==> src/rtl/vga_pkg.sv <==
// Shared types and helpers for the VGA scan-out block: pixel colour struct,
// frame-buffer word unpacking and timing arithmetic.
package vga_pkg;

    typedef struct packed {
        logic [7:0] r;
        logic [7:0] g;
        logic [7:0] b;
    } rgb_t;

    // Frame-buffer words are 0x??RRGGBB; the top byte is padding.
    function automatic rgb_t rgb_from_word(input logic [31:0] w);
        rgb_t       c;
        logic [7:0] unused_pad;
        unused_pad = w[31:24];
        c.r = w[23:16];
        c.g = w[15:8];
        c.b = w[7:0];
        return c;
    endfunction

    function automatic int line_total(input int active, input int fp,
                                      input int sync, input int bp);
        return active + fp + sync + bp;
    endfunction

    function automatic logic sync_level(input logic in_window, input logic pol);
        return in_window ? pol : ~pol;
    endfunction

endpackage

==> src/rtl/vga_delay_line.sv <==
// Fixed-depth shift register used to align timing flags with frame-buffer
// read data; resets every stage to a caller-chosen idle value.
module vga_delay_line #(
    parameter int               WIDTH   = 3,
    parameter int               DEPTH   = 2,
    parameter logic [WIDTH-1:0] RST_VAL = '0
) (
    input  logic             i_clk,
    input  logic             i_rst,
    input  logic [WIDTH-1:0] i_d,
    output logic [WIDTH-1:0] o_q
);

    logic [WIDTH-1:0] stage_p [DEPTH];

    always_ff @(posedge i_clk or negedge i_rst) begin
        if (!i_rst) begin
            for (int i = 0; i < DEPTH; i++) stage_p[i] <= RST_VAL;
        end else begin
            stage_p[0] <= i_d;
            for (int i = 1; i < DEPTH; i++) stage_p[i] <= stage_p[i-1];
        end
    end

    assign o_q = stage_p[DEPTH-1];

endmodule

==> src/rtl/vga_scanout.sv <==
// VGA scan-out: timing counters, replicated frame-buffer addressing with a
// per-frame base, and a latency-matched registered DAC interface.
module vga_scanout
    import vga_pkg::*;
#(
    parameter int   H_ACTIVE   = 640,
    parameter int   H_FP       = 16,
    parameter int   H_SYNC     = 96,
    parameter int   H_BP       = 48,
    parameter int   V_ACTIVE   = 480,
    parameter int   V_FP       = 10,
    parameter int   V_SYNC     = 2,
    parameter int   V_BP       = 33,
    parameter logic HS_POL     = 1'b0,
    parameter logic VS_POL     = 1'b0,
    parameter int   SCALE_LOG2 = 1,
    parameter int   ADDR_W     = 18,
    parameter int   RD_LATENCY = 1
) (
    input  logic              i_clk,
    input  logic              i_rst,
    input  logic              i_enable,
    input  logic [ADDR_W-1:0] i_fb_base,
    output logic [ADDR_W-1:0] A_VGA,
    input  logic [31:0]       RD_VGA,
    output logic              o_hs,
    output logic              o_vs,
    output logic              o_blanking,
    output logic              o_sync,
    output logic              o_clk,
    output logic [7:0]        o_r,
    output logic [7:0]        o_g,
    output logic [7:0]        o_b,
    output logic              o_vblank
);

    localparam int H_TOTAL = line_total(H_ACTIVE, H_FP, H_SYNC, H_BP);
    localparam int V_TOTAL = line_total(V_ACTIVE, V_FP, V_SYNC, V_BP);
    localparam int HW      = $clog2(H_TOTAL);
    localparam int VW      = $clog2(V_TOTAL);
    localparam int SCALE   = 1 << SCALE_LOG2;
    localparam int SRC_W   = H_ACTIVE >> SCALE_LOG2;

    localparam logic [HW-1:0] H_LAST = HW'(H_TOTAL - 1);
    localparam logic [HW-1:0] H_ACT  = HW'(H_ACTIVE);
    localparam logic [HW-1:0] H_SS   = HW'(H_ACTIVE + H_FP);
    localparam logic [HW-1:0] H_SE   = HW'(H_ACTIVE + H_FP + H_SYNC);
    localparam logic [VW-1:0] V_LAST = VW'(V_TOTAL - 1);
    localparam logic [VW-1:0] V_ACT  = VW'(V_ACTIVE);
    localparam logic [VW-1:0] V_PRE  = VW'(V_ACTIVE - 1);
    localparam logic [VW-1:0] V_SS   = VW'(V_ACTIVE + V_FP);
    localparam logic [VW-1:0] V_SE   = VW'(V_ACTIVE + V_FP + V_SYNC);
    localparam logic [VW-1:0] V_MASK = VW'(SCALE - 1);
    localparam logic [ADDR_W-1:0] SRC_STEP = ADDR_W'(SRC_W);

    logic [HW-1:0]     h_cnt;
    logic [VW-1:0]     v_cnt;
    logic [VW-1:0]     v_inc;
    logic              h_wrap;
    logic              frame_wrap;
    logic              line_step;
    logic [ADDR_W-1:0] fb_base_q;
    logic [ADDR_W-1:0] line_off;
    logic              vld_p0, hs_p0, vs_p0;
    logic              vld_p1, hs_p1, vs_p1;
    rgb_t              rgb_p2;

    assign h_wrap     = (h_cnt == H_LAST);
    assign frame_wrap = h_wrap && (v_cnt == V_LAST);
    assign v_inc      = v_cnt + 1'b1;
    // Source line advances only after the last replicated copy of it.
    assign line_step  = ((v_inc & V_MASK) == '0) && (v_cnt < V_ACT);

    always_ff @(posedge i_clk or negedge i_rst) begin
        if (!i_rst) begin
            h_cnt <= '0;
            v_cnt <= '0;
        end else if (h_wrap) begin
            h_cnt <= '0;
            v_cnt <= (v_cnt == V_LAST) ? '0 : v_inc;
        end else begin
            h_cnt <= h_cnt + 1'b1;
        end
    end

    // line_base is fb_base_q + line_off; the base is only latched at frame wrap.
    always_ff @(posedge i_clk or negedge i_rst) begin
        if (!i_rst) begin
            fb_base_q <= '0;
            line_off  <= '0;
        end else if (frame_wrap) begin
            fb_base_q <= i_fb_base;
            line_off  <= '0;
        end else if (h_wrap && line_step) begin
            line_off <= line_off + SRC_STEP;
        end
    end

    always_ff @(posedge i_clk or negedge i_rst) begin
        if (!i_rst) o_vblank <= 1'b0;
        else        o_vblank <= h_wrap && (v_cnt == V_PRE);
    end

    // ---- stage p0: raw timing from counters ----
    always_comb begin
        vld_p0 = (h_cnt < H_ACT) && (v_cnt < V_ACT);
        hs_p0  = sync_level((h_cnt >= H_SS) && (h_cnt < H_SE), HS_POL);
        vs_p0  = sync_level((v_cnt >= V_SS) && (v_cnt < V_SE), VS_POL);
    end

    always_ff @(posedge i_clk or negedge i_rst) begin
        if (!i_rst)      A_VGA <= '0;
        else if (vld_p0) A_VGA <= fb_base_q + line_off + ADDR_W'(h_cnt >> SCALE_LOG2);
    end

    // ---- stage p1: flags delayed to line up with RD_VGA ----
    vga_delay_line #(
        .WIDTH   (3),
        .DEPTH   (RD_LATENCY + 1),
        .RST_VAL ({1'b0, ~HS_POL, ~VS_POL})
    ) u_align (
        .i_clk (i_clk),
        .i_rst (i_rst),
        .i_d   ({vld_p0, hs_p0, vs_p0}),
        .o_q   ({vld_p1, hs_p1, vs_p1})
    );

    // ---- stage p2: registered DAC pins ----
    always_ff @(posedge i_clk or negedge i_rst) begin
        if (!i_rst) begin
            rgb_p2     <= '0;
            o_blanking <= 1'b0;
            o_hs       <= ~HS_POL;
            o_vs       <= ~VS_POL;
        end else begin
            rgb_p2     <= (vld_p1 && i_enable) ? rgb_from_word(RD_VGA) : '0;
            o_blanking <= vld_p1;
            o_hs       <= hs_p1;
            o_vs       <= vs_p1;
        end
    end

    assign o_r    = rgb_p2.r;
    assign o_g    = rgb_p2.g;
    assign o_b    = rgb_p2.b;
    assign o_sync = 1'b0;
    assign o_clk  = i_clk;

endmodule

==> config.mk <==
export PLATFORM = sky130hd
export DESIGN_NAME = vga_scanout
export DESIGN_NICKNAME = d
export VERILOG_FILES = /design/src/rtl/vga_pkg.sv /design/src/rtl/vga_delay_line.sv /design/src/rtl/vga_scanout.sv
export SDC_FILE = /design/constraint.sdc
export NUM_CORES = 1
export LEC_CHECK = 0
export CORE_ASPECT_RATIO = 0.75
export CORE_MARGIN = 10
export CORE_UTILIZATION = 45
export CTS_BUF_LIST = sky130_fd_sc_hd__clkbuf_16
export CTS_CLUSTER_DIAMETER = 60
export CTS_CLUSTER_SIZE = 24
export DETAILED_ROUTE_END_ITERATION = 6
export PLACE_DENSITY = 0.68
export SYNTH_ARGS = -nofsm -noshare
export SYNTH_HDL_FRONTEND = slang
export SYNTH_SLANG_ARGS = --single-unit
==> constraint.sdc <==
create_clock -name i_clk -period 3.6 [get_ports i_clk]
set_input_delay 0.72 -clock i_clk [delete_from_list [all_inputs] [get_ports i_clk]]
set_output_delay 0.72 -clock i_clk [all_outputs]
set_load 0.05 [all_outputs]
==> After elaboration in Yosys (flattened, before gate mapping) <==
Cells that the tools add are included.
{ "word_totals": {"reg_bits": 108, "inputBits": 53, "output_inout_bits": 48, "elab_cells": 45} }
{ "classes": {"addsub": 5, "order_cmp": 6, "n_eq_ne": 3, "muxes": 7, "reduce_logical": 10} }
{ "ops": {"columns": ["operator", "n"], "rows": [
  ["18-bit 2-to-1 mux", 2],
  ["24-bit 2-to-1 mux", 1],
  ["10-bit by 1-bit adder with 10-bit output (second input constant)", 2],
  ["10-bit == test (second input constant)", 2],
  ["10-bit < comparator (second input constant)", 2],
  ["10-bit by 9-bit < comparator with 1-bit output (second input constant)", 2],
  ["10-bit 2-to-1 mux", 2],
  ["18-bit adder", 1],
  ["18-bit by 9-bit adder with 18-bit output", 1],
  ["18-bit by 9-bit adder with 18-bit output (second input constant)", 1],
  ["10-bit by 9-bit == test with 1-bit output (second input constant)", 1],
  ["10-bit >= comparator (second input constant)", 1],
  ["10-bit by 9-bit >= comparator with 1-bit output (second input constant)", 1],
  ["10-bit logical NOT", 1],
  ["1-bit logical AND", 8],
  ["1-bit 2-to-1 mux", 2],
  ["2-bit nonzero test", 1]
]} }

==> Longest topological paths before layout <==
Gate-level depths: netlist of the first run.
{ "logic_depth": {"word_depth": 6, "depth_mapped": 9} }

==> Cells and area by module <==
Synthesis of the first run repeated with hierarchy kept, for this count alone.
{ "hier_totals": {"cells_unflattened": 462, "area_unflattened_um2": 5081.1} }
{ "by_module_without_submodules": {"columns": ["mod", "instances", "cells_per_inst", "area_each_um2", "seq_area_each_um2"], "rows": [
  ["vga_scanout", 1, 453, 4903.5, 2404.8],
  ["vga_delay_line", 1, 9, 177.7, 155.1]
]} }

==> flow_summary.json, run 1 <==
{
  "vdd.ir_drop.worst_uv": 266.5,
  "flow.area_growth_from_synthesis_pct": 27.08,
  "tightest_slew_ps": 830.0,
  "critical_path.slowest_cell": "sky130_fd_sc_hd__clkdlybuf4s50_1",
  "startpoint_type": "clock port",
  "avgRoutedWirePerCell_microns": 16.07,
  "cts-resized-gates": 0,
  "drt_wl_total_mm": 11.62,
  "cts.clk_slew.worst_paths_ps": 70,
  "cell_count_after_synthesis": 489,
  "netlist.area_leader.share_pct": 46.50,
  "ys.flop_type": "sky130_fd_sc_hd__dfrtp_1",
  "worst_slew_margin_relative_to_its_limit_pct": 44.67,
  "drt_first_iter_violations": 142,
  "number_of_antenna_violations_at_the_first_check_in_global_routing": 0,
  "finClkSkew_ps": 7.290,
  "cts.repair_timing.setup_buffer_count": 0,
  "postRouteAntennaNets": 0,
  "dp.final_hpwl_mm": 8.855,
  "synthArstFlopShare_pct": 100.0,
  "fin_util_pct": 59.33,
  "floorplan.die.width_microns": 143.7,
  "gp_congestion": 0.8639,
  "rsz_0062_raised_after_global_routing": "no",
  "start_util_pct": 46.69,
  "netSwitchingFraction_pct": 25.61,
  "die_area_sq_um": 16210,
  "fraction_of_the_yosys_area_taken_by_sequential_cells_pct": 49.55,
  "critical_path.cell_chain": "clkbuf_16 -> clkbuf_16 -> clkdlybuf4s50_1",
  "yosys.cell_types.count": 58,
  "powerDensity_nw_per_um2": 387.1,
  "pin_count_of_the_biggest_net_entering_global_routing": 65,
  "grt_pass1_wl_mm": 19.24,
  "setup_total_negative_slack_ps": 0,
  "most_used_cells_in_the_layout_excluding_fill_and_tap_cells": "sky130_fd_sc_hd__dfrtp_1, sky130_fd_sc_hd__clkdlybuf4s50_1, sky130_fd_sc_hd__nand2_1, sky130_fd_sc_hd__ha_1",
  "ctsHoldBuffers": 0,
  "finalHoldWorstSlack_ps": 323.5,
  "layout_commonest_cell": "sky130_fd_sc_hd__dfrtp_1",
  "std_cell_rows": 33,
  "net_count_of_the_finished_layout": 670,
  "grt_pass1_vias": 3851,
  "grt_overflow": 0,
  "postSynthAreaPerCell_sq_um": 10.56,
  "portBuffers": 91,
  "vias_per_cell": 5.300,
  "critPathTopFamily": "buffers and inverters",
  "core_area_sq_um": 11070,
  "clkPwrFrac_pct": 47.9,
  "worstSetupEndpointType": "output port",
  "path_buf_inv": 3,
  "timing.critical_path.arrival_ps": 2730,
  "clkLatencyLatePin_ps": 470,
  "post_synth_main_area_contributors": "sky130_fd_sc_hd__dfrtp_1, sky130_fd_sc_hd__ha_1, sky130_fd_sc_hd__nand2_1, sky130_fd_sc_hd__mux2_2, sky130_fd_sc_hd__and3_1",
  "number_of_flops_mapped_to_enable_cells_by_yosys": 0,
  "slew_viol_final": 0,
  "p_leak_nw": 3.081,
  "critPathMaxFanout": 2,
  "seq_power_share_pct": 45.7,
  "cell_type_with_the_highest_aggregate_area_in_the_netlist": "sky130_fd_sc_hd__dfrtp_1",
  "maxCapViolations": 0,
  "drt_first_pass_iters": 4,
  "drc_errors": 0,
  "syn-cell-area_sq_um": 5166,
  "outcome": "finished clean",
  "report.final.hold_viol_count": 0,
  "post_synthesis_sequential_element_count": 102,
  "synthesis.nets": 581,
  "path_class": "clock port to output port",
  "final_design_area_no_fill_sq_um": 6565,
  "pwr-share-comb_pct": 6.4,
  "antenna_cells": 0,
  "ioPinCount": 101,
  "via_count": 3832,
  "switchingPower_w": 0.0006508,
  "worst-endpoint-required_ps": 2880,
  "layout-drive-gt1-share_pct": 9.434,
  "tritoncts": "done",
  "dpl_cell_area_sq_um": 6186,
  "track_usage_pct": 14.73,
  "power.internal_w": 0.001890,
  "dieHeight_microns": 112.8,
  "slowest_delay_ps": 690,
  "cpMostUsedCell": "sky130_fd_sc_hd__clkbuf_16",
  "hold_path_class": "primary input to async pin",
  "report.final.setup_viol": 0,
  "place_worst_setup_slack_ps": 407.9,
  "timing.final.ws_setup_ps": 145.6,
  "yosys_warnings": 0
}
cells in the mapped netlist, drive strengths merged, types with 2 or more instances:
| cell type | count |
|---|---|
| and4bb | 2 |
| and2 | 2 |
| nand2b | 3 |
| dfstp | 6 |
| o21ai | 30 |
| a21o | 4 |
| mux2i | 2 |
| a31oi | 3 |
| nand4 | 9 |
| a21oi | 17 |
| a41oi | 2 |
| xor2 | 14 |
| dfrtp | 96 |
| and4 | 2 |
| ha | 35 |
| clkbuf | 9 |
| and3 | 30 |
| fa | 4 |
| o31ai | 4 |
| nor4 | 8 |
| o211ai | 6 |
| nand3 | 12 |
| nor2 | 31 |
| xnor2 | 18 |
| mux2 | 19 |
| nand2 | 55 |
| inv | 16 |
| buf | 12 |
| o21a | 4 |
| nor3 | 13 |
| a211oi | 2 |
area by class of cell:
type | instances | area (sq um)
Sequential cell | 102 | 2560
Clock inverter | 7 | 78.83
Fill cell | 940 | 4501
Tap cell | 140 | 175.2
Inverter | 16 | 60.06
Multi-Input combinational cell | 350 | 2445
Timing Repair Buffer | 95 | 935.9
Clock buffer | 13 | 310.3
worst register-to-register path: stages (launching register included):
cell	delay, ps
sky130_fd_sc_hd__dfrtp_1	440
sky130_fd_sc_hd__ha_1	310
sky130_fd_sc_hd__ha_1	190
sky130_fd_sc_hd__inv_1	70
sky130_fd_sc_hd__fa_1	390
sky130_fd_sc_hd__nand2b_1	190
sky130_fd_sc_hd__a21oi_1	410
sky130_fd_sc_hd__o2111a_1	340
sky130_fd_sc_hd__nor3_1	60
sky130_fd_sc_hd__o31ai_1	220
logic make-up (layout without fill, tap and decap cells):
group	after synthesis	after routing	share of synthesized area [%]
adders and majority gates	39	39	10.03
xor gates and xnor gates	32	32	5.425
DFF	102	102	49.55
other	1	1	0.07259
muxes	21	21	4.529
AOI/OAI and AO/OA	83	83	10.22
buffers and inverters	37	131	3.173
and+or+nand+nor	174	174	17.00
power groups by stage:
stage / registers (W) / logic (W) / clock network (W)
after floorplan: 0.00124 / 0.0000141 / 0.0000599
after global placement: 0.00118 / 0.000165 / 0.0000641
after detailed placement: 0.00118 / 0.000167 / 0.0000641
after CTS: 0.00116 / 0.000167 / 0.00126
after global routing: 0.00116 / 0.000175 / 0.00131
final: 0.00116 / 0.000163 / 0.00122
registers in the layout, indices dropped and copies added, names as in the netlist:
signal,count
o_g,8
o_vs,1
h_cnt,10
o_b,8
A_VGA,18
u_align.o_q,3
v_cnt,10
o_hs,1
o_vblank,1
line_off,12
o_r,8
o_blanking,1
fb_base_q,18
u_align.stage_p,3
final timing paths:
path	slack [ps]	from	cells after the start	end
max	150	i_clk	3	o_clk
min in group i_clk	350	u_align.o_q[1]	0	o_hs
min reg2reg	350	u_align.o_q[1]	0	o_hs
min	320	i_rst	1	A_VGA[12]
max reg2reg	880	h_cnt[2]	9	A_VGA[11]
max in group asynchronous	2390	i_rst	2	u_align.o_q[1]
layer usage:
layer	wire length [microns]	part of all wire, %	global-route usage [%]	vias to the layer above
met5	0	0	0	-
met4	192	1.7	6.110	0
met3	671	5.8	4.137	14
met2	4853	42	21.54	108
met1	5900	51	20.06	1796
li1	-	-	-	1914
per-stage QoR:
stage                     cells  total power [W]
final                       723         0.002541
after global routing        723         0.002648
after CTS                   723         0.002585
after detailed placement    704         0.001415
after global placement      704         0.001413
after floorplan             489         0.001309
(Power assumes the default switching activity.)
==> run 2: changes to the inputs <==
--- a/config.mk
+++ b/config.mk
@@ -7,5 +7,7 @@
 export LEC_CHECK = 0
+export CELL_PAD_IN_SITES_DETAIL_PLACEMENT = 1
+export CELL_PAD_IN_SITES_GLOBAL_PLACEMENT = 1
 export CORE_ASPECT_RATIO = 0.75
 export CORE_MARGIN = 10
-export CORE_UTILIZATION = 45
+export CORE_UTILIZATION = 40
 export CTS_BUF_LIST = sky130_fd_sc_hd__clkbuf_16
@@ -14,3 +16,3 @@
 export DETAILED_ROUTE_END_ITERATION = 6
-export PLACE_DENSITY = 0.68
+export PLACE_DENSITY = 0.9
 export SYNTH_ARGS = -nofsm -noshare
--- a/constraint.sdc
+++ b/constraint.sdc
@@ -3,2 +3,2 @@
 set_output_delay 0.72 -clock i_clk [all_outputs]
-set_load 0.05 [all_outputs]
+set_load 0.01 [all_outputs]
==> flow_summary.json, run 2 (same netlist as run 1, synthesis figures left out) <==
{
  "outcome": "finished clean",
  "pin_count_of_the_biggest_net_entering_global_routing": 79,
  "grt_pass1_vias": 4461,
  "timing.critical_path.arrival_ps": 2510,
  "vdd.ir_drop.worst_uv": 212.5,
  "hold_path_class": "register to register",
  "clkLatencyLatePin_ps": 470,
  "dpl_cell_area_sq_um": 6211,
  "std_cell_rows": 35,
  "antenna_cells": 0,
  "maxCapViolations": 0,
  "report.final.setup_viol": 0,
  "worst-r2r-setup-slack_ps": 830,
  "layout-drive-gt1-share_pct": 9.278,
  "drt_wl_total_mm": 14.23,
  "finClkSkew_ps": 9.301,
  "cts-resized-gates": 0,
  "worst-endpoint-required_ps": 2880,
  "slew_viol_final": 0,
  "die_area_sq_um": 17910,
  "postRouteAntennaNets": 0,
  "track_usage_pct": 16.21,
  "layout_top_registers": "A_VGA: 18 flops, fb_base_q: 18 flops, line_off: 12 flops",
  "final_design_area_no_fill_sq_um": 6570,
  "dieHeight_microns": 118.4,
  "p_leak_nw": 3.057,
  "floorplan.die.width_microns": 151.2,
  "powerDensity_nw_per_um2": 367.2,
  "cts.repair_timing.setup_buffer_count": 0,
  "ctsHoldBuffers": 0,
  "avgRoutedWirePerCell_microns": 19.02,
  "number_of_antenna_violations_at_the_first_check_in_global_routing": 0,
  "via_count": 4025,
  "portBuffers": 91,
  "net_count_of_the_finished_layout": 669,
  "drt_first_iter_violations": 269,
  "core_area_sq_um": 12480,
  "tightest_slew_ps": 965.8,
  "cts.clk_slew.worst_paths_ps": 70,
  "most_used_cells_in_the_layout_excluding_fill_and_tap_cells": "sky130_fd_sc_hd__dfrtp_1, sky130_fd_sc_hd__clkdlybuf4s50_1, sky130_fd_sc_hd__nand2_1, sky130_fd_sc_hd__ha_1",
  "path_class": "clock port to output port",
  "drc_errors": 0,
  "vias_per_cell": 5.381,
  "start_util_pct": 41.39,
  "totalPowerFinal_w": 0.002412,
  "gp_congestion": 0.8856,
  "worst_slew_margin_relative_to_its_limit_pct": 35.61,
  "setup_total_negative_slack_ps": 0,
  "grt_pass1_wl_mm": 23.17,
  "startpoint_type": "clock port",
  "grt_overflow": 0,
  "layout.filler_cells": 1330,
  "worstSetupEndpointType": "output port",
  "ioPinCount": 101,
  "flow.area_growth_from_synthesis_pct": 27.17,
  "critPathMaxFanout": 2,
  "drt_first_pass_iters": 4,
  "finalHoldWorstSlack_ps": 349.8,
  "rsz_0062_raised_after_global_routing": "no",
  "report.final.hold_viol_count": 0,
  "dp.final_hpwl_mm": 10.78,
  "tritoncts": "done",
  "layout_commonest_cell": "sky130_fd_sc_hd__dfrtp_1"
}
## run 2: final timing paths
| kind | to | startpoint | cells after the start |
|---|---|---|---|
| worst max-delay path | o_clk | i_clk | 3 |
| worst min-delay path | u_align.o_q[2] | u_align.stage_p[5] | 0 |
| worst max register to register | A_VGA[11] | h_cnt[2] | 9 |
| worst min register to register | u_align.o_q[2] | u_align.stage_p[5] | 0 |
| max in group asynchronous | o_b[2] | i_rst | 2 |
| min in group asynchronous | fb_base_q[14] | i_rst | 1 |
## run 2: per-layer routing
layer  wire length [microns]  track usage (%)
met1                    6153            19.37
met2                    6863            27.03
met3                    1063            5.109
met4                     146            5.042
met5                       0                0
## run 2: area by class of cell
cell class	instances	area (sq um)	share of cell area (%)
Sequential cell	102	2560	38.96
Multi-Input combinational cell	350	2445	37.21
Timing Repair Buffer	94	928.4	14.13
Clock buffer	13	310.3	4.723
Tap cell	166	207.7	3.161
Inverter	16	60.06	0.9141
Clock inverter	7	58.81	0.8951
## run 2: per-stage QoR
step / worst slack [ps] / std cells / util [%]
after floorplan: 960.9 / 489 / -
final: 365.4 / 748 / 52.64
after detailed placement: 631.2 / 729 / 49.76
after CTS: 349.9 / 748 / 52.64
after global placement: 631.2 / 729 / 49.76
after global routing: 338.5 / 748 / 52.64
## run 2: report_power, final
part / internal, W / total (W) / switching [W]
sequential: 0.00116 / 0.00116 / 0.00000433
combinational: 0.0000714 / 0.000120 / 0.0000490
clock: 0.000639 / 0.00113 / 0.000490
## run 2: worst max-delay path, stage by stage
cell                              delay (ps)
sky130_fd_sc_hd__clkbuf_16               120
sky130_fd_sc_hd__clkbuf_16               130
sky130_fd_sc_hd__clkdlybuf4s50_1         470
==> run 3: changes to the inputs <==
Settings changed: ABC_AREA from default to 1, CORE_UTILIZATION 40 to 39, PLACE_DENSITY 0.9 to 0.91.
==> flow_summary.json, run 3 <==
{
  "worst-endpoint-required_ps": 2880,
  "most_common_cell_in_the_netlist": "sky130_fd_sc_hd__nand2_1",
  "place_worst_setup_slack_ps": 631.2,
  "finClkSkew_ps": 11.24,
  "powerDensity_nw_per_um2": 346.1,
  "slew_viol_final": 0,
  "complex_gate_fraction_of_the_synthesized_area_pct": 3.525,
  "cts.clk_slew.worst_paths_ps": 80,
  "startpoint_type": "clock port",
  "yosys.cell_types.count": 35,
  "die_area_sq_um": 19730,
  "finalHoldWorstSlack_ps": 260.4,
  "timing.critical_path.arrival_ps": 2520,
  "path_class": "clock port to output port",
  "layout.filler_cells": 1679,
  "report.final.setup_viol": 0,
  "synthesis.nets": 803,
  "floorplan.die.width_microns": 158.9,
  "critPathMaxFanout": 2,
  "drc_errors": 0,
  "antenna_cells": 0,
  "pin_count_of_the_biggest_net_entering_global_routing": 54,
  "totalPowerFinal_w": 0.002449,
  "avgRoutedWirePerCell_microns": 16.55,
  "postSynthAreaPerCell_sq_um": 7.937,
  "yosys-mux-area-fraction_pct": 0,
  "setup_total_negative_slack_ps": 0,
  "syn-cell-area_sq_um": 5643,
  "synth_xor_xnor_area_share_pct": 2.794,
  "number_of_antenna_violations_at_the_first_check_in_global_routing": 0,
  "post_synth_main_area_contributors": "sky130_fd_sc_hd__dfrtp_1, sky130_fd_sc_hd__nand2_1, sky130_fd_sc_hd__ha_1, sky130_fd_sc_hd__inv_1, sky130_fd_sc_hd__nand3_1",
  "yosys_warnings": 0,
  "cts-resized-gates": 0,
  "cts.repair_timing.setup_buffer_count": 0,
  "worst_slew_margin_relative_to_its_limit_pct": 42.31,
  "layout_commonest_cell": "sky130_fd_sc_hd__nand2_1",
  "report.final.hold_viol_count": 0,
  "ys.flop_type": "sky130_fd_sc_hd__dfrtp_1",
  "path_buf_inv": 3,
  "ctsHoldBuffers": 0,
  "fraction_of_the_yosys_area_taken_by_sequential_cells_pct": 45.37,
  "core_area_sq_um": 13930,
  "cpMostUsedCell": "sky130_fd_sc_hd__clkbuf_16",
  "cell_type_with_the_highest_aggregate_area_in_the_netlist": "sky130_fd_sc_hd__dfrtp_1",
  "rsz_0062_raised_after_global_routing": "no",
  "tritoncts": "done",
  "critical_path.slowest_cell": "sky130_fd_sc_hd__clkdlybuf4s50_1",
  "worstSetupEndpointType": "output port",
  "track_usage_pct": 16.86,
  "drt_first_iter_violations": 232,
  "ioPinCount": 101,
  "dieHeight_microns": 124.2,
  "postRouteAntennaNets": 0,
  "share_of_synthesized_cell_area_in_and_or_nand_and_nor_gates_pct": 29.82,
  "vias_per_cell": 4.852,
  "portBuffers": 91,
  "net_count_of_the_finished_layout": 894,
  "layout.area.seq_sq_um": 2560,
  "most_used_cells_in_the_layout_excluding_fill_and_tap_cells": "sky130_fd_sc_hd__nand2_1, sky130_fd_sc_hd__inv_1, sky130_fd_sc_hd__dfrtp_1, sky130_fd_sc_hd__clkdlybuf4s50_1, sky130_fd_sc_hd__nor2_1",
  "drt_first_pass_iters": 4,
  "via_count": 4862,
  "grt_overflow": 0,
  "post_synthesis_sequential_element_count": 102,
  "critical_path.cell_chain": "clkbuf_16 -> clkbuf_16 -> clkdlybuf4s50_1",
  "p_leak_nw": 3.570,
  "layout_top_registers": "A_VGA: 18 flops, fb_base_q: 18 flops, line_off: 12 flops",
  "multiInputGateArea_sq_um": 2561,
  "std_cell_rows": 37,
  "netlist.area_leader.share_pct": 42.57,
  "critPathTopFamily": "buffers and inverters",
  "dp.final_hpwl_mm": 12.27,
  "outcome": "finished clean",
  "slowest_delay_ps": 470,
  "layout-drive-gt1-share_pct": 6.444,
  "start_util_pct": 40.50,
  "synthAdderAreaFrac_pct": 9.180,
  "drt_wl_total_mm": 16.58,
  "synthArstFlopShare_pct": 100.0,
  "tightest_slew_ps": 863.3,
  "hold_path_class": "primary input to async pin",
  "grt_pass1_vias": 5350,
  "synth_commonest_cells": "sky130_fd_sc_hd__nand2_1, sky130_fd_sc_hd__inv_1, sky130_fd_sc_hd__dfrtp_1",
  "synth_top_family_by_area": "simple AND/OR/NAND/NOR gates",
  "maxCapViolations": 0,
  "clkLatencyLatePin_ps": 470,
  "grt_pass1_wl_mm": 27.22,
  "cell_count_after_synthesis": 711,
  "vdd.ir_drop.worst_uv": 212.5,
  "gp_congestion": 0.8740,
  "timing.final.ws_setup_ps": 364.9,
  "number_of_flops_mapped_to_enable_cells_by_yosys": 0,
  "flow.area_growth_from_synthesis_pct": 25.39
}
[run 3: cell types whose count changed after synthesis, moves of 18 or more]
cell,before,now
sky130_fd_sc_hd__nand2_1,55,235
sky130_fd_sc_hd__mux2_2,18,0
sky130_fd_sc_hd__nand3_1,11,50
sky130_fd_sc_hd__and3_1,30,0
sky130_fd_sc_hd__nor2_1,31,55
sky130_fd_sc_hd__inv_1,16,107
[run 3: logic make-up after synthesis]
family,count (synthesis)
AOI/OAI and AO/OA,38
xor gates and xnor gates,18
adders and majority gates,39
buffers and inverters,126
DFF,102
other,1
and+or+nand+nor,387
[run 3: routing by layer]
| metal | global-route usage (%) | part of all wire [%] |
|---|---|---|
| met5 | 0 | 0 |
| met4 | 3.695 | 0.89 |
| met3 | 4.154 | 5.1 |
| met1 | 20.34 | 44 |
| met2 | 30.24 | 50 |
[run 3: power breakdown]
group,leakage [nW],internal [W],switching (W)
sequential,1.23,0.00116,0.00000360
combinational,2.16,0.0000713,0.0000568
clock,0.181,0.000646,0.000513
total,3.57,0.00188,0.000573
[run 3: path summary, 6_finish.rpt]
path / start / to / slack, ps / cells after the start
hold / removal: i_rst / o_g[4] / 260 / 1
hold reg to reg: u_align.o_q[1] / o_hs / 360 / 0
setup / recovery: i_clk / o_clk / 360 / 3
min in group i_clk: u_align.o_q[1] / o_hs / 360 / 0
max in group asynchronous: i_rst / v_cnt[5] / 2580 / 2
setup reg to reg: h_cnt[0] / line_off[12] / 1170 / 8
[run 3: metrics by stage]
step	util [%]	instances	area (sq um)
2_1_floorplan	-	711	5643
3_3_place_gp	48.15	983	6710
5_1_grt	50.78	1002	7076
3_5_place_dp	48.15	983	6710
4_1_cts	50.78	1002	7076
6_report	50.78	1002	7076
[run 3: cell type report]
cell class | count | share of cell area (%)
sequential | 102 | 36.18
clock buffer | 13 | 4.386
clock inverter | 7 | 0.9195
timing repair buffer | 91 | 12.98
multi-input combinational | 483 | 36.20
inverter | 111 | 5.889
tap | 195 | 3.448
==> variant 1 (flow settings as in run 3) <==
The parameter `H_FP` goes from 16 to 32.
--- a/src/rtl/vga_scanout.sv
+++ b/src/rtl/vga_scanout.sv
@@ -5,5 +5,5 @@
 #(
     parameter int   H_ACTIVE   = 640,
-    parameter int   H_FP       = 16,
+    parameter int   H_FP       = 32,
     parameter int   H_SYNC     = 96,
     parameter int   H_BP       = 48,
Check against the original RTL: no difference found for any inputs over 10 cycles, from zero or initial values and one cycle with i_rst low; that may be too few to reach the edited logic, so the function may still have changed.
==> variant 1 against run 3 <==
Wire length is 2.2% higher; count of clock-buffer cells in the layout unchanged; via count increased by 2.0%; clock skew fell by 0.0021 ns; worst setup slack better by 0.0035 ns; total power increased by 0.19%; sequential cell count stayed put; hold slack improved by 0.00053 ns; global-route usage rose by 0.83 points; synthesized area down 2.3%; sequential power about the same; cell area decreased by 1.8%; largest cell class is now flip-flops and latches; largest power group unchanged; highest routed layer unchanged.
==> variant 1: results (changes against run 3) <==
status complete, no violations; RR Endpoint line_off[10]$_DFFE_PN0P_; Critical R2R Launch h_cnt[8]$_DFF_PN0_; leakage 3.542 nW (-0.81%); Net Count, Synth 788 (-1.9%); top post-synthesis cells by count 236 x nand2_1, 101 x inv_1, 96 x dfrtp_1; async set-reset flop share out of synthesis 1.000 (unchanged); n_diodes 0 (unchanged); Area after DPL 6585 um^2 (-1.9%); largest cells by area after synthesis dfrtp_1 44%, nand2_1 16%, ha_1 7.7%; Non-Filler Instances 971 (-3.1%); pin count of the biggest net entering global routing 56 (+3.7%); worst endpoint data arrival time 2.51 ns (about the same); setup repair bufs after CTS 0 (unchanged); final wirelength 16950 um (+2.2%); Slew @ Worst Pin 0.9165 ns (+0.05320 ns); Top FF cell, synth dfrtp_1; antenna violations before repair 0 (unchanged); # nets final 882 (-1.3%); dpl hpwl 12130 um (-1.1%); I/O Buffers 91 (unchanged); Place WS 0.6312 ns (unchanged); worst vdd ir 0.2032 mV (-4.4%); via/cell ratio 5.107 (+5.3%); CTS clk-pin slew, worst paths 0.07 ns; drt first-iter violations 267 (+15%); number of enable flip-flop cells after synthesis 0 (unchanged); vias in the first global route 5415 (+1.2%); Tot GR Track Use 0.1770 (+0.008335); share of layout cells above drive strength 1 0.05402 (-0.01042); register area share after synthesis 0.4642 (+0.01050); Min-Delay Path Class primary input to async pin; Resized cells post-CTS 0 (unchanged); reg2reg setup slack 1.03 ns (-0.14 ns); average size of a mapped cell 7.913 um^2 (-0.30%); Routability Congestion 0.8358 (-4.4%); hold_ws 0.2610 ns (+0.0005300 ns); Largest regs A_VGA x18, fb_base_q x18, line_off x12; clk_lat worst skew 0.47 ns (about the same); placed instance count 952 (-3.2%); worst reg2reg path depth 6 (-2); Layout Skew 0.009180 ns (-0.002064 ns); Yosys Warn Count 0 (unchanged); Pre-Repair DR Iteration Count 4 (unchanged); first-pass GRT wire length 27260 um (+0.13%); post-synthesis cell type count 30 (-14%)
variant 1: changes by cell type after synthesis, sizes merged, moves of 2 or more:
cell	delta
xor2	+2
or2	-2
a21oi	+3
nor2	-6
buf	-3
inv	-6
a211oi	-2
variant 1: how the worst max path moves through the flow:
| stage | start | end | slack (ns) |
|---|---|---|---|
| floorplan | i_clk | o_clk | 0.96 |
| global placement | i_clk | o_clk | 0.63 |
| detailed placement | i_clk | o_clk | 0.63 |
| CTS | i_clk | o_clk | 0.36 |
| global route | i_clk | o_clk | 0.35 |
| finish | i_clk | o_clk | 0.37 |
variant 1: layout make-up:
type | count | area (um^2)
well taps | 175 | 219.0
flip-flops and latches | 102 | 2560
clock buffers | 13 | 310.3
multi-input cells | 477 | 2476
inverters | 105 | 394.1
fillers | 1646 | 6848
repair buffers | 92 | 925.9
clock inverters | 7 | 62.56
variant 1: power breakdown:
group | internal, mW | switching, mW | total [mW]
sequential | 1.16 | 0.00373 | 1.16
clock | 0.648 | 0.517 | 1.16
combinational | 0.0712 | 0.0560 | 0.127
variant 1: cells by family after synthesis:
family,synth area share
buffers and inverters,0.08688
and+or+nand+nor,0.2899
adders and majority gates,0.09165
DFF,0.4642
other,0.0006799
xor gates and xnor gates,0.03017
AOI/OAI and AO/OA,0.03653
variant 1: worst max-delay path: stages:
cell and delay (ns):
clkbuf_16 0.12, clkbuf_16 0.13, clkdlybuf4s50_1 0.47
variant 1: metal layers:
layer  global-route usage  wire length (um)  up-vias  share of wire
li1                     -                 -     2345              -
met1               0.2065              7055     2423           0.42
met2               0.3069              8582      149           0.51
met3              0.04823               972       42          0.057
met4              0.06702               337        0          0.020
met5                    0                 0        -              0
==> variant 2 (settings of run 3) <==
Made on the original files. Reset style: synchronous (`i_rst`), changed in 6 clocked blocks.
--- a/src/rtl/vga_delay_line.sv
+++ b/src/rtl/vga_delay_line.sv
@@ -14,5 +14,5 @@
     logic [WIDTH-1:0] stage_p [DEPTH];
 
-    always_ff @(posedge i_clk or negedge i_rst) begin
+    always_ff @(posedge i_clk) begin
         if (!i_rst) begin
             for (int i = 0; i < DEPTH; i++) stage_p[i] <= RST_VAL;
--- a/src/rtl/vga_scanout.sv
+++ b/src/rtl/vga_scanout.sv
@@ -72,5 +72,5 @@
     assign line_step  = ((v_inc & V_MASK) == '0) && (v_cnt < V_ACT);
 
-    always_ff @(posedge i_clk or negedge i_rst) begin
+    always_ff @(posedge i_clk) begin
         if (!i_rst) begin
             h_cnt <= '0;
@@ -85,5 +85,5 @@
 
     // line_base is fb_base_q + line_off; the base is only latched at frame wrap.
-    always_ff @(posedge i_clk or negedge i_rst) begin
+    always_ff @(posedge i_clk) begin
         if (!i_rst) begin
             fb_base_q <= '0;
@@ -97,5 +97,5 @@
     end
 
-    always_ff @(posedge i_clk or negedge i_rst) begin
+    always_ff @(posedge i_clk) begin
         if (!i_rst) o_vblank <= 1'b0;
         else        o_vblank <= h_wrap && (v_cnt == V_PRE);
@@ -109,5 +109,5 @@
     end
 
-    always_ff @(posedge i_clk or negedge i_rst) begin
+    always_ff @(posedge i_clk) begin
         if (!i_rst)      A_VGA <= '0;
         else if (vld_p0) A_VGA <= fb_base_q + line_off + ADDR_W'(h_cnt >> SCALE_LOG2);
@@ -127,5 +127,5 @@
 
     // ---- stage p2: registered DAC pins ----
-    always_ff @(posedge i_clk or negedge i_rst) begin
+    always_ff @(posedge i_clk) begin
         if (!i_rst) begin
             rgb_p2     <= '0;
Behaviour: differs if i_rst is asserted again (counterexample within 4 cycles, from zero or initial values and one cycle with i_rst low); with i_rst held inactive, the same outputs for 10 cycles.
==> variant 2 against run 3 <==
First-iteration DRC count rose by 37%; non-clock buffer count rose by 1; hold slack improved by 0.17 ns; sequential share of layout area fell by 5.7 points; cell area fell by 5.2%; core utilization rose by 0.22 points; sequential cell count did not move; total power rose by 2.7%; combinational power fell by 14%; worst setup slack got worse by 0.011 ns; global-route usage rose by 1.6 points; wire length rose by 5.4%; largest power group is now clock; synthesized area fell by 6.1%; critical path type unchanged.
==> variant 2: results (changes against run 3) <==
Non-clock buffer share 0.1365 (+0.006745); met3 routed WL 676 um (-20%); adder-cell share of the synthesized area 0.09778 (+0.005984); WL met2 8610 um (+3.8%); worst vdd ir 0.2751 mV (+29%); top post-synthesis cells by count 174 x nand2_1, 127 x inv_1, 107 x nor2_1; seq_cells 102 (unchanged); largest cells by area after synthesis dfxtp_1 39%, nand2_1 12%, inv_1 9.0%; # nets final 930 (+4.0%); Crit Path Max Fanout 2 (unchanged); Non-CTS buffers 92 (+1.1%); pin count of the biggest net entering global routing 41 (-24%); drt first-iter violations 317 (+37%); met3 Usage GRT 0.03719 (-0.004349); FILL cells 1692 (+0.77%); Net Count, Synth 843 (+5.0%); share of layout cells above drive strength 1 0.05219 (-0.01224); slowest cell on the critical path clkdlybuf4s50_1; clk_lat worst skew 0.47 ns (about the same); register area share after synthesis 0.3855 (-0.06821); via/cell ratio 4.953 (+2.1%); Routability Congestion 0.9187 (+5.1%); routed wire length per instance 17.22 um (+4.1%); Non-clock inverters 130 (+17%); CLK BUF 13 (unchanged); top routing layer in use met4; leakage 3.238 nW (-9.3%); vias in the first global route 5272 (-1.5%); Switch Pwr 0.5954 mW (+3.8%); status complete, no violations; Non-Filler Instances 1014 (+1.2%); antenna violations before repair 0 (unchanged); GRT met2 Usage 0.3178 (+0.01536); met1 GRT Util 0.2245 (+0.02114); gr busiest metal met2; Top FF cell, synth dfxtp_1; kind of cell adding the most delay to the critical path buffers and inverters; Clock-cell share 0.05913 (+0.006080); Min-Delay Path Class flip-flop to flip-flop; first-pass GRT wire length 28030 um (+3.0%); worst reg2reg path depth 14 (+6); hold_ws 0.4318 ns (+0.1714 ns); XOR/XNOR Fraction of Synth Area 0.02811 (+0.0001679); M1 WL 7797 um (+7.0%); post-synthesis cell type count 36 (+2.9%); reg2reg setup slack 1.03 ns (-0.14 ns); Multi-input comb cells 499 (+3.3%); Tot GR Track Use 0.1845 (+0.01585); Layout Skew 0.01270 ns (+0.001454 ns); Critical R2R Launch h_cnt[7]$_SDFF_PP0_; Max transition margin 0.4338 (+0.01073); Cells after Synth 751 (+5.6%); sequential share of cell area 0.3044 (-0.05738); area of the multi-input gates 2651 um^2 (+3.5%); async set-reset flop share out of synthesis 0 (-1.000); Synth Area in Compound Gates 0.08479 (+0.04953); RR Endpoint A_VGA[11]$_SDFFE_PN0P_; dpl hpwl 11940 um (-2.7%); mux contribution to synthesized area 0 (unchanged)
[variant 2: cell count changes after synthesis, moves of 5 or more]
cell | run 3 | this run
o21ai_0 | 18 | 29
clkbuf_1 | 2 | 8
dfxtp_1 | 0 | 102
o21a_1 | 0 | 7
o211ai_1 | 0 | 5
nor2_1 | 55 | 107
a21oi_1 | 14 | 30
dfrtp_1 | 96 | 0
nand3_1 | 50 | 43
dfstp_2 | 6 | 0
inv_1 | 107 | 127
nand2_1 | 235 | 174
[variant 2: power groups by stage]
stage	combinational (mW)	sequential [mW]	clock (mW)
floorplan	0.0345	1.17	0.0229
global placement	0.103	1.17	0.0283
detailed placement	0.108	1.17	0.0283
CTS	0.111	1.14	1.28
global route	0.120	1.14	1.32
finish	0.110	1.14	1.26
[variant 2: metrics by stage]
stage / utilization / power (mW) / instance area (um^2)
5_1_grt: 0.5100 / 2.589 / 6708
3_5_place_dp: 0.4806 / 1.305 / 6321
2_1_floorplan: - / 1.228 / 5298
3_3_place_gp: 0.4806 / 1.300 / 6321
4_1_cts: 0.5100 / 2.532 / 6708
6_report: 0.5100 / 2.515 / 6708
[variant 2: logic make-up after synthesis]
logic type	Yosys count
XOR/XNOR	17
AND/OR/NAND/NOR	362
flip-flops	102
buffers and inverters	150
adder cells (fa/ha/maj)	39
AO/OA/AOI/OAI	80
other	1
[variant 2: worst max-delay path by stage]
stage / cells after the start / endpoint / from / slack, ns
finish: 3 / o_clk / i_clk / 0.35
detailed placement: 1 / o_clk / i_clk / 0.63
global placement: 1 / o_clk / i_clk / 0.63
CTS: 3 / o_clk / i_clk / 0.34
floorplan: 1 / o_clk / i_clk / 0.96
global route: 3 / o_clk / i_clk / 0.34
